File: config.mk
export PLATFORM = sky130hd
export DESIGN_NAME = rtc_bus_sequencer
export DESIGN_NICKNAME = d
export VERILOG_FILES = /design/src/rtl/rtc_bus_sequencer.sv
export SDC_FILE = /design/constraint.sdc
export NUM_CORES = 1
export LEC_CHECK = 0
export BUFFER_PORTS_ARGS = -buffer_cell sky130_fd_sc_hd__buf_2
export CORE_ASPECT_RATIO = 0.6
export CORE_MARGIN = 1
export CORE_UTILIZATION = 35
export CTS_CLUSTER_SIZE = 8
export DETAILED_ROUTE_END_ITERATION = 8
export GPL_TIMING_DRIVEN = 0
export HOLD_SLACK_MARGIN = 0.12
export PLACE_DENSITY = 0.59
export SYNTH_ARGS = -nofsm -noshare
export SYNTH_HDL_FRONTEND = slang
export SYNTH_SLANG_ARGS = --single-unit
File: constraint.sdc
create_clock -name clk -period 4.4 [get_ports clk]
set_input_delay 0.44 -clock clk [delete_from_list [all_inputs] [get_ports clk]]
set_output_delay 0.44 -clock clk [all_outputs]
set_load 0.03 [all_outputs]
File: src/rtl/rtc_bus_sequencer.sv
// ============================================================================
//  Module      : rtc_bus_sequencer
//  Description : Bus-cycle sequencer for a multiplexed address/data RTC
//                interface. Generates cs_n/ad_n/rd_n/wr_n strobes and the
//                bus drive/enable directly from a phase-timed state machine.
//                Each transaction is a read or a write, optionally preceded
//                by an address phase. Uses a start/busy/done handshake and
//                captures read data on the last read-strobe cycle.
//
//  Optional    : RTC_SEQ_READBACK_EN - a write is followed by a verify read
//                (GAP, V_SETUP, V_STROBE, V_HOLD). The read-back value is
//                compared with the written data and reported on verify_err.
//
//  Ports       : clk, reset        clock, asynchronous active-high reset
//                start             request, sampled only in IDLE
//                op                1 = read data phase, 0 = write data phase
//                addr_en           1 = address phase precedes data phase
//                addr, wr_data     register address / write data
//                bus_in            bus value during reads
//                busy, done        handshake (done = one-cycle pulse)
//                rd_data, rd_valid captured read data / pulse with done
//                cs_n, ad_n, rd_n, wr_n   RTC bus strobes
//                bus_out, bus_oe   driven bus value and its tristate enable
//                verify_err        (readback builds only) verify mismatch
//
//  Revision    : 1.0 - initial release
// ============================================================================
`default_nettype none

module rtc_bus_sequencer #(
    parameter int DATA_W   = 8,
    parameter int T_SETUP  = 2,
    parameter int T_STROBE = 4,
    parameter int T_HOLD   = 2,
    parameter int T_GAP    = 3,
    parameter int CNT_W    = 8
) (
    input  logic              clk,
    input  logic              reset,
    input  logic              start,
    input  logic              op,
    input  logic              addr_en,
    input  logic [DATA_W-1:0] addr,
    input  logic [DATA_W-1:0] wr_data,
    input  logic [DATA_W-1:0] bus_in,
    output logic              busy,
    output logic              done,
    output logic [DATA_W-1:0] rd_data,
    output logic              rd_valid,
    output logic              cs_n,
    output logic              ad_n,
    output logic              rd_n,
    output logic              wr_n,
    output logic [DATA_W-1:0] bus_out,
    output logic              bus_oe
`ifdef RTC_SEQ_READBACK_EN
    ,
    output logic              verify_err
`endif
);

    typedef enum logic [3:0] {
        S_IDLE     = 4'd0,
        S_A_SETUP  = 4'd1,
        S_A_STROBE = 4'd2,
        S_A_HOLD   = 4'd3,
        S_GAP      = 4'd4,
        S_D_SETUP  = 4'd5,
        S_D_STROBE = 4'd6,
        S_D_HOLD   = 4'd7,
        S_DONE     = 4'd8
`ifdef RTC_SEQ_READBACK_EN
        ,
        S_V_SETUP  = 4'd9,
        S_V_STROBE = 4'd10,
        S_V_HOLD   = 4'd11
`endif
    } state_t;

    // Counter reload values: a state lasting T cycles counts T-1 down to 0.
    localparam logic [CNT_W-1:0] c_setup_ld  = CNT_W'(T_SETUP - 1);
    localparam logic [CNT_W-1:0] c_strobe_ld = CNT_W'(T_STROBE - 1);
    localparam logic [CNT_W-1:0] c_hold_ld   = CNT_W'(T_HOLD - 1);
    localparam logic [CNT_W-1:0] c_gap_ld    = CNT_W'(T_GAP - 1);
    localparam logic [CNT_W-1:0] c_one       = CNT_W'(1);

    state_t              r_state;
    logic [CNT_W-1:0]    r_cnt;
    logic                r_op;
    logic [DATA_W-1:0]   r_addr;
    logic [DATA_W-1:0]   r_wr_data;
`ifdef RTC_SEQ_READBACK_EN
    logic                r_verify;      // second pass through GAP leads to V_*
    logic                r_mismatch;
`endif

    state_t              w_state_nxt;
    logic [CNT_W-1:0]    w_cnt_nxt;
    logic                w_cnt_zero;
    logic                w_accept;
    logic                w_op_eff;
    logic [DATA_W-1:0]   w_addr_eff;
    logic [DATA_W-1:0]   w_wd_eff;
    logic                w_in_a;
    logic                w_in_d;
    logic                w_in_v;
    logic                w_drive_wd;

    assign w_cnt_zero = (r_cnt == '0);
    assign w_accept   = (r_state == S_IDLE) && start;

    // Outputs are registered from the next state, so the request fields must
    // be taken straight from the inputs on the accepting edge.
    assign w_op_eff   = w_accept ? op      : r_op;
    assign w_addr_eff = w_accept ? addr    : r_addr;
    assign w_wd_eff   = w_accept ? wr_data : r_wr_data;

    // ------------------------------------------------------------------
    // Next-state and phase counter
    // ------------------------------------------------------------------
    always_comb begin
        w_state_nxt = r_state;
        w_cnt_nxt   = r_cnt - c_one;
        case (r_state)
            S_IDLE: begin
                w_cnt_nxt = r_cnt;
                if (start) begin
                    w_state_nxt = addr_en ? S_A_SETUP : S_D_SETUP;
                    w_cnt_nxt   = c_setup_ld;
                end
            end
            S_A_SETUP: begin
                if (w_cnt_zero) begin
                    w_state_nxt = S_A_STROBE;
                    w_cnt_nxt   = c_strobe_ld;
                end
            end
            S_A_STROBE: begin
                if (w_cnt_zero) begin
                    w_state_nxt = S_A_HOLD;
                    w_cnt_nxt   = c_hold_ld;
                end
            end
            S_A_HOLD: begin
                if (w_cnt_zero) begin
                    w_state_nxt = S_GAP;
                    w_cnt_nxt   = c_gap_ld;
                end
            end
            S_GAP: begin
                if (w_cnt_zero) begin
`ifdef RTC_SEQ_READBACK_EN
                    w_state_nxt = r_verify ? S_V_SETUP : S_D_SETUP;
`else
                    w_state_nxt = S_D_SETUP;
`endif
                    w_cnt_nxt   = c_setup_ld;
                end
            end
            S_D_SETUP: begin
                if (w_cnt_zero) begin
                    w_state_nxt = S_D_STROBE;
                    w_cnt_nxt   = c_strobe_ld;
                end
            end
            S_D_STROBE: begin
                if (w_cnt_zero) begin
                    w_state_nxt = S_D_HOLD;
                    w_cnt_nxt   = c_hold_ld;
                end
            end
            S_D_HOLD: begin
                if (w_cnt_zero) begin
`ifdef RTC_SEQ_READBACK_EN
                    if (!r_op) begin
                        w_state_nxt = S_GAP;
                        w_cnt_nxt   = c_gap_ld;
                    end else begin
                        w_state_nxt = S_DONE;
                    end
`else
                    w_state_nxt = S_DONE;
`endif
                end
            end
`ifdef RTC_SEQ_READBACK_EN
            S_V_SETUP: begin
                if (w_cnt_zero) begin
                    w_state_nxt = S_V_STROBE;
                    w_cnt_nxt   = c_strobe_ld;
                end
            end
            S_V_STROBE: begin
                if (w_cnt_zero) begin
                    w_state_nxt = S_V_HOLD;
                    w_cnt_nxt   = c_hold_ld;
                end
            end
            S_V_HOLD: begin
                if (w_cnt_zero) begin
                    w_state_nxt = S_DONE;
                end
            end
`endif
            S_DONE: begin
                w_state_nxt = S_IDLE;
                w_cnt_nxt   = r_cnt;
            end
            default: begin
                w_state_nxt = S_IDLE;
                w_cnt_nxt   = '0;
            end
        endcase
    end

    // ------------------------------------------------------------------
    // Phase-group decode of the next state
    // ------------------------------------------------------------------
    always_comb begin
        w_in_a = (w_state_nxt == S_A_SETUP) || (w_state_nxt == S_A_STROBE) ||
                 (w_state_nxt == S_A_HOLD);
        w_in_d = (w_state_nxt == S_D_SETUP) || (w_state_nxt == S_D_STROBE) ||
                 (w_state_nxt == S_D_HOLD);
`ifdef RTC_SEQ_READBACK_EN
        w_in_v = (w_state_nxt == S_V_SETUP) || (w_state_nxt == S_V_STROBE) ||
                 (w_state_nxt == S_V_HOLD);
`else
        w_in_v = 1'b0;
`endif
        w_drive_wd = w_in_d && !w_op_eff;
    end

    // ------------------------------------------------------------------
    // State, latched request and registered outputs
    // ------------------------------------------------------------------
    always_ff @(posedge clk or posedge reset) begin
        if (reset) begin
            r_state    <= S_IDLE;
            r_cnt      <= '0;
            r_op       <= 1'b0;
            r_addr     <= '0;
            r_wr_data  <= '0;
            busy       <= 1'b0;
            done       <= 1'b0;
            rd_valid   <= 1'b0;
            rd_data    <= '0;
            cs_n       <= 1'b1;
            ad_n       <= 1'b1;
            rd_n       <= 1'b1;
            wr_n       <= 1'b1;
            bus_oe     <= 1'b0;
            bus_out    <= '0;
`ifdef RTC_SEQ_READBACK_EN
            r_verify   <= 1'b0;
            r_mismatch <= 1'b0;
            verify_err <= 1'b0;
`endif
        end else begin
            r_state <= w_state_nxt;
            r_cnt   <= w_cnt_nxt;

            if (w_accept) begin
                r_op      <= op;
                r_addr    <= addr;
                r_wr_data <= wr_data;
            end

            busy     <= (w_state_nxt != S_IDLE);
            done     <= (w_state_nxt == S_DONE);
            rd_valid <= (w_state_nxt == S_DONE) && w_op_eff;
            cs_n     <= !(w_in_a || w_in_d || w_in_v || (w_state_nxt == S_GAP));
            ad_n     <= !w_in_a;
            wr_n     <= !((w_state_nxt == S_A_STROBE) ||
                          ((w_state_nxt == S_D_STROBE) && !w_op_eff));
`ifdef RTC_SEQ_READBACK_EN
            rd_n     <= !(((w_state_nxt == S_D_STROBE) && w_op_eff) ||
                          (w_state_nxt == S_V_STROBE));
`else
            rd_n     <= !((w_state_nxt == S_D_STROBE) && w_op_eff);
`endif
            bus_oe   <= w_in_a || w_drive_wd;
            if (w_in_a) begin
                bus_out <= w_addr_eff;
            end else if (w_drive_wd) begin
                bus_out <= w_wd_eff;
            end else begin
                bus_out <= '0;
            end

            // Sample the bus at the end of the read strobe.
            if ((r_state == S_D_STROBE) && w_cnt_zero && r_op) begin
                rd_data <= bus_in;
            end

`ifdef RTC_SEQ_READBACK_EN
            if (w_accept) begin
                r_verify   <= 1'b0;
                r_mismatch <= 1'b0;
                verify_err <= 1'b0;
            end else begin
                if ((r_state == S_D_HOLD) && (w_state_nxt == S_GAP)) begin
                    r_verify <= 1'b1;
                end
                if ((r_state == S_V_STROBE) && w_cnt_zero) begin
                    r_mismatch <= (bus_in != r_wr_data);
                end
                if (w_state_nxt == S_DONE) begin
                    verify_err <= r_mismatch;
                end
            end
`endif
        end
    end

endmodule

`default_nettype wire

==> out/qor.yml, run 1 <==
status: "completed"
leakage_uw: 0.00157
syn-cell-area_sq_um: 2560
clock_latency_ns: 0.29
ios: 53
synth_top_cell_area_share_pct: 47.9
firstDrtPassIters: 4
grt_start_max_net_pins: 38
syn_nets: 261
finalWorstSetupSlack_ns: 1.99
slew_viol_final: 0
io_buffers: 52
hp-class: "in -> async"
drv_cap: 0
total_power_uw: 1840
grt.busiest_layer: "met1"
grt_use_met2_pct: 20.4
ctsRootBufferMaster: "clkbuf_16"
vias: 1963
placementRows: 23
synthTopCellsByArea: "dfrtp_1, a2111oi_2, dfstp_2"
pre_cts_ws_ns: 2.01
cp-end-kind: "flip-flop"
clk_pin_slew_ns: 0.06
finalSetupTns_ns: 0
yosys.area.top_type: "dfrtp_1"
gr-usage-all-layers_pct: 15.5
dieArea_sq_um: 7680
yosysSeqAreaShare_pct: 52.0
rsz0062_at_grt: "no"
cts_buffers: 5
antenna_cells: 0
clk_path_buf_depth: 2
arrival_ns: 2.57
start_kind: "flip-flop"
setup_viol: 0
fin_crit_ns: 2.41
drc: 0
cts.sinks: 53
clock_skew_ns: 0.00693
fp.dieW_um: 112
use_met3_pct: 4.52
area_growth_pct: 20.4
finalCritPeriodShare_pct: 54.9
ir_worst_vdd_v: 0.000174
critPathKind: "reg -> reg"
grt_pass1_wl_mm: 8.98
wl_mm: 5.62
yosysMostFrequentCell: "dfrtp_1"
layoutNonFillerInstCount: 378
ys.warnings.count: 0
power_density_nw_per_um2: 596
path_max_fanout: 10
avgSynthCellArea_sq_um: 11.1
synthTopCellsByCount: "dfrtp_1, nand2_1, inv_1, or2_2, a21boi_0"
max-slew-margin-rel_pct: 34.1
core-area_sq_um: 6880
worst_slew_pin_slew_ns: 0.981
cts_setup_buffers: 0
drive_gt1_share_pct: 35.7
antenna_found_initial: 0
finalHoldViolations: 0
cts.repair.resized: 0
whs_ns: 0.136
grt_use_met1_pct: 24.0
dp.cells: 371
synth_edf_count: 0
crit_required_ns: 4.55
chipHeight_um: 68.3
grt.overflow.total: 0
start_util_pct: 37.3
fmax_mhz: 414
avgViaCountPerCell: 5.19
place_congestion: 0.806
synth_flop_cell: "dfrtp_1"
grt_pass1_vias: 1769
synthCells: 231
antenna_left: 0
nNetsFinal: 321
htreeDepth: 2
cts_hold_buffers: 0
hpwlAfterDp_mm: 4.20
synth.distinct_cells: 44
drt-initial-drc-count: 75
async_reset_ff_share_pct: 100
routedWlPerCell_um: 14.9
ys_ff_latch: 53
cts_tree: "done"
## registers in the layout (all words and copies together) (netlist names)
register	flops
bus_out	8
r_addr	8
r_cnt	8
r_wr_data	8
rd_data	8
r_state	4
ad_n	1
bus_oe	1
busy	1
cs_n	1
done	1
r_op	1
rd_n	1
rd_valid	1
wr_n	1
## path summary, 6_finish.rpt
| check | start | endpoint | slack [ns] | depth (start not counted) |
|---|---|---|---|---|
| setup / recovery | r_cnt[0] | bus_out[2] | 1.99 | 9 |
| hold / removal | reset | rd_data[7] | 0.14 | 2 |
| setup reg to reg | r_cnt[0] | bus_out[2] | 1.99 | 9 |
| hold reg to reg | rd_data[4] | rd_data[4] | 0.50 | 1 |
| max in group asynchronous | reset | ad_n | 3.68 | 3 |
| min in group clk | bus_in[6] | rd_data[6] | 0.39 | 2 |
## metal layers
metal  share of wire, %  up-vias
li1                   -      957
met1                 55      945
met2                 38       57
met3                5.7        4
met4               0.57        0
met5                  0        -
## power breakdown
group          total (uW)  switching [uW]  leakage [uW]  internal, uW
logic                 754             443      0.000833           312
clock network         364             157     0.0000667           207
registers             722            84.2      0.000670           638
## cells in the final DEF (no fill, tap or decap), types with 4 or more instances in the layout
cell type and instances:
buf_2 56, dfrtp_1 49, nand2_1 15, or2_2 12, inv_1 11, a21boi_0 10
clkbuf_1 9, nor4_1 9, and3_1 9, nor2_1 8, mux2_2 8, o21ai_0 8
mux2i_1 8, a2111oi_2 8, nor3_1 7, a21oi_1 7, nor2b_1 5, clkbuf_16 5
nand2b_1 4, o211ai_1 4, dfstp_2 4
## kinds of logic (layout without fill, tap and decap cells)
logic type / Yosys count / in the layout / synth area share (%)
AOI/OAI and AO/OA: 50 / 50 / 16.1
xor gates and xnor gates: 1 / 1 / 0.342
adders and majority gates: 1 / 1 / 0.488
buffers and inverters: 27 / 87 / 5.18
DFF: 53 / 53 / 52.0
muxes: 16 / 16 / 6.64
and+or+nand+nor: 83 / 83 / 19.3
## layout make-up
| cell class | instances | area (sq um) |
|---|---|---|
| fill | 660 | 3790 |
| sequential | 53 | 1330 |
| multi-input combinational | 151 | 1100 |
| timing repair buffer | 53 | 280 |
| clock buffer | 6 | 129 |
| tap | 87 | 109 |
| buffer | 15 | 87.6 |
| inverter | 12 | 45.0 |
| clock inverter | 1 | 5.00 |
## critical path, cell delays in order (launching register included)
cell and delay (ns):
dfrtp_1 0.42, inv_1 0.10, ha_1 0.22, or4b_1 0.43
buf_2 0.20, nor4_4 0.30, buf_6 0.18, o221a_4 0.21
buf_8 0.15, a2111oi_2 0.06
## stage by stage
step	utilization (%)	area [sq um]
floorplan	-	2560
global placement	42.6	2930
detailed placement	42.9	2950
CTS	44.9	3090
global route	44.9	3090
finish	44.9	3090
Note: power is estimated with default switching activity, not from simulation.
==> run 2, diff against run 1 <==
ABC_AREA = 1   (was not set)
clock period = 2.4 ns   (was 4.4 ns; I/O delays follow)
==> out/qor.yml, run 2 <==
status: "finished, violations left"
violations: "design-rule violations"
drive_gt1_share_pct: 35.3
firstDrtPassIters: 6
synth_edf_count: 0
path_max_fanout: 10
finalCritPeriodShare_pct: 82.4
crit_required_ns: 2.58
gr-usage-all-layers_pct: 15.2
wl_met1_mm: 2.96
routedWlPerCell_um: 13.1
antenna_found_initial: 0
critPathKind: "reg -> reg"
worst_slew_pin_slew_ns: 0.532
cts_hold_buffers: 1
final_common_cell: "nand2_1"
synthTopCellsByArea: "dfrtp_1, nand2_1, nand3_1"
power_density_nw_per_um2: 578
finalSetupTns_ns: 0
hold_start: "bus_in[2]"
avgSynthCellArea_sq_um: 9.70
clk_path_buf_depth: 2
ctsRootBufferMaster: "clkbuf_16"
drv_cap: 0
dp.cells: 398
cts.sinks: 53
final_cell_mix: "nand2_1, buf_2, dfrtp_1"
grt_start_max_net_pins: 32
ios: 53
max-slew-margin-rel_pct: 64.3
ir_worst_vdd_v: 0.000312
antenna_left: 0
route.met2.wl_mm: 2.15
placementRows: 23
yosysMostFrequentCell: "nand2_1"
htreeDepth: 2
top_layer: "met4"
placed_cell_area_sq_um: 2890
fp.dieW_um: 111
hp-class: "in -> reg"
total_power_uw: 1780
syn-cell-area_sq_um: 2500
async_reset_ff_share_pct: 100
dieArea_sq_um: 7500
io_buffers: 52
start_util_pct: 36.8
syn_nets: 288
start_kind: "flip-flop"
finalWorstSetupSlack_ns: 0.422
nNetsFinal: 349
fin_crit_ns: 1.98
cts_tree: "done"
fmax_mhz: 506
synth.distinct_cells: 36
yosysSeqAreaShare_pct: 53.2
core-area_sq_um: 6790
clock_skew_ns: 0.00547
avgViaCountPerCell: 4.59
clock_latency_ns: 0.29
leakage_uw: 0.00162
synthTopCellsByCount: "nand2_1, dfrtp_1, inv_1, nand3_1"
hpwlAfterDp_mm: 3.95
rr_startpoint: "r_cnt[0]"
grt.overflow.total: 0
vias: 1869
wl_met3_um: 207
synth_flop_cell: "dfrtp_1"
grt_pass1_vias: 1772
setup_viol: 0
rsz0062_at_grt: "no"
wl_mm: 5.35
cts.repair.resized: 0
ys.warnings.count: 0
cp-startpoint: "r_cnt[0]"
cp_cell_sequence: "inv_1 > ha_1 > nand2_1 > nor2_2 > nand2_1 > nand2_1 > nor2_2 > nor2_4 > nand2_4 > buf_8 > nand4_1 > nand2_1"
cpMostUsedCell: "nand2_1"
rrSetupSlack_ns: 0.42
stdcell_area_sq_um: 3070
cts_setup_buffers: 0
clk_pin_slew_ns: 0.07
slew_viol_final: 0
ys_ff_latch: 53
cp-end-kind: "flip-flop"
critPathMaxStageDelay_ns: 0.40
antenna_cells: 0
drt-initial-drc-count: 100
n_fill_cell: 656
critPathSlowestCell: "dfrtp_1"
yosys.area.top_type: "dfrtp_1"
arrival_ns: 2.16
layoutNonFillerInstCount: 407
pre_cts_ws_ns: 0.442
area_growth_pct: 22.7
chipHeight_um: 67.5
finalHoldViolations: 0
cts_buffers: 5
synth_top_cell_area_share_pct: 49.0
drc: 8
synthCells: 258
grt_pass1_wl_mm: 8.91
place_congestion: 0.822
run 2: routing by layer:
| metal | track usage [%] | up-vias |
|---|---|---|
| met5 | 0 | - |
| met4 | 4.22 | 0 |
| met3 | 2.69 | 3 |
| met2 | 22.4 | 36 |
| met1 | 22.8 | 872 |
| li1 | - | 958 |
run 2: layout make-up:
class                           count  area, sq um  area share (%)
Buffer                              6         48.8            1.59
Clock inverter                      3         43.8            1.43
Sequential cell                    53         1330            43.4
Tap cell                           87          109            3.55
Clock buffer                        5          125            4.07
Timing Repair Buffer               54          290            9.45
Inverter                           35          131            4.28
Multi-Input combinational cell    164          991            32.3
run 2: kinds of logic (layout without fill, tap and decap cells):
| kind of cell | after synthesis | after routing | share of synthesized area [%] |
|---|---|---|---|
| compound gates | 20 | 20 | 4.95 |
| buf+inv | 41 | 103 | 7.20 |
| mux | 8 | 8 | 4.20 |
| xor+xnor | 6 | 6 | 2.10 |
| simple gates | 129 | 129 | 27.9 |
| flops | 53 | 53 | 53.2 |
| fa+ha+maj | 1 | 1 | 0.500 |
run 2: path summary, 6_finish.rpt:
path	end	cells after the start
setup / recovery	bus_out[2]	12
hold / removal	rd_data[2]	3
setup reg to reg	bus_out[2]	12
hold reg to reg	rd_data[6]	2
max in group asynchronous	cs_n	4
min in group asynchronous	bus_out[6]	3
run 2: metrics by stage:
stage,hold slack [ns],util [%]
6_report,0.175,45.2
3_5_place_dp,0.304,42.6
4_1_cts,0.176,45.2
5_1_grt,0.172,45.2
2_1_floorplan,0.385,-
3_3_place_gp,0.448,42.3
run 2: where the power goes:
| group | total [uW] | switching (uW) | internal, uW |
|---|---|---|---|
| Combinational | 50.2 | 28.5 | 21.6 |
| Clock | 833 | 339 | 495 |
| Sequential | 893 | 0 | 893 |
run 2: worst max-delay path: cells and delay by family, from the launching register on:
family	cells	cell delay, ns
buf+inv	2	0.27
flops	1	0.40
simple gates	9	0.91
fa+ha+maj	1	0.28
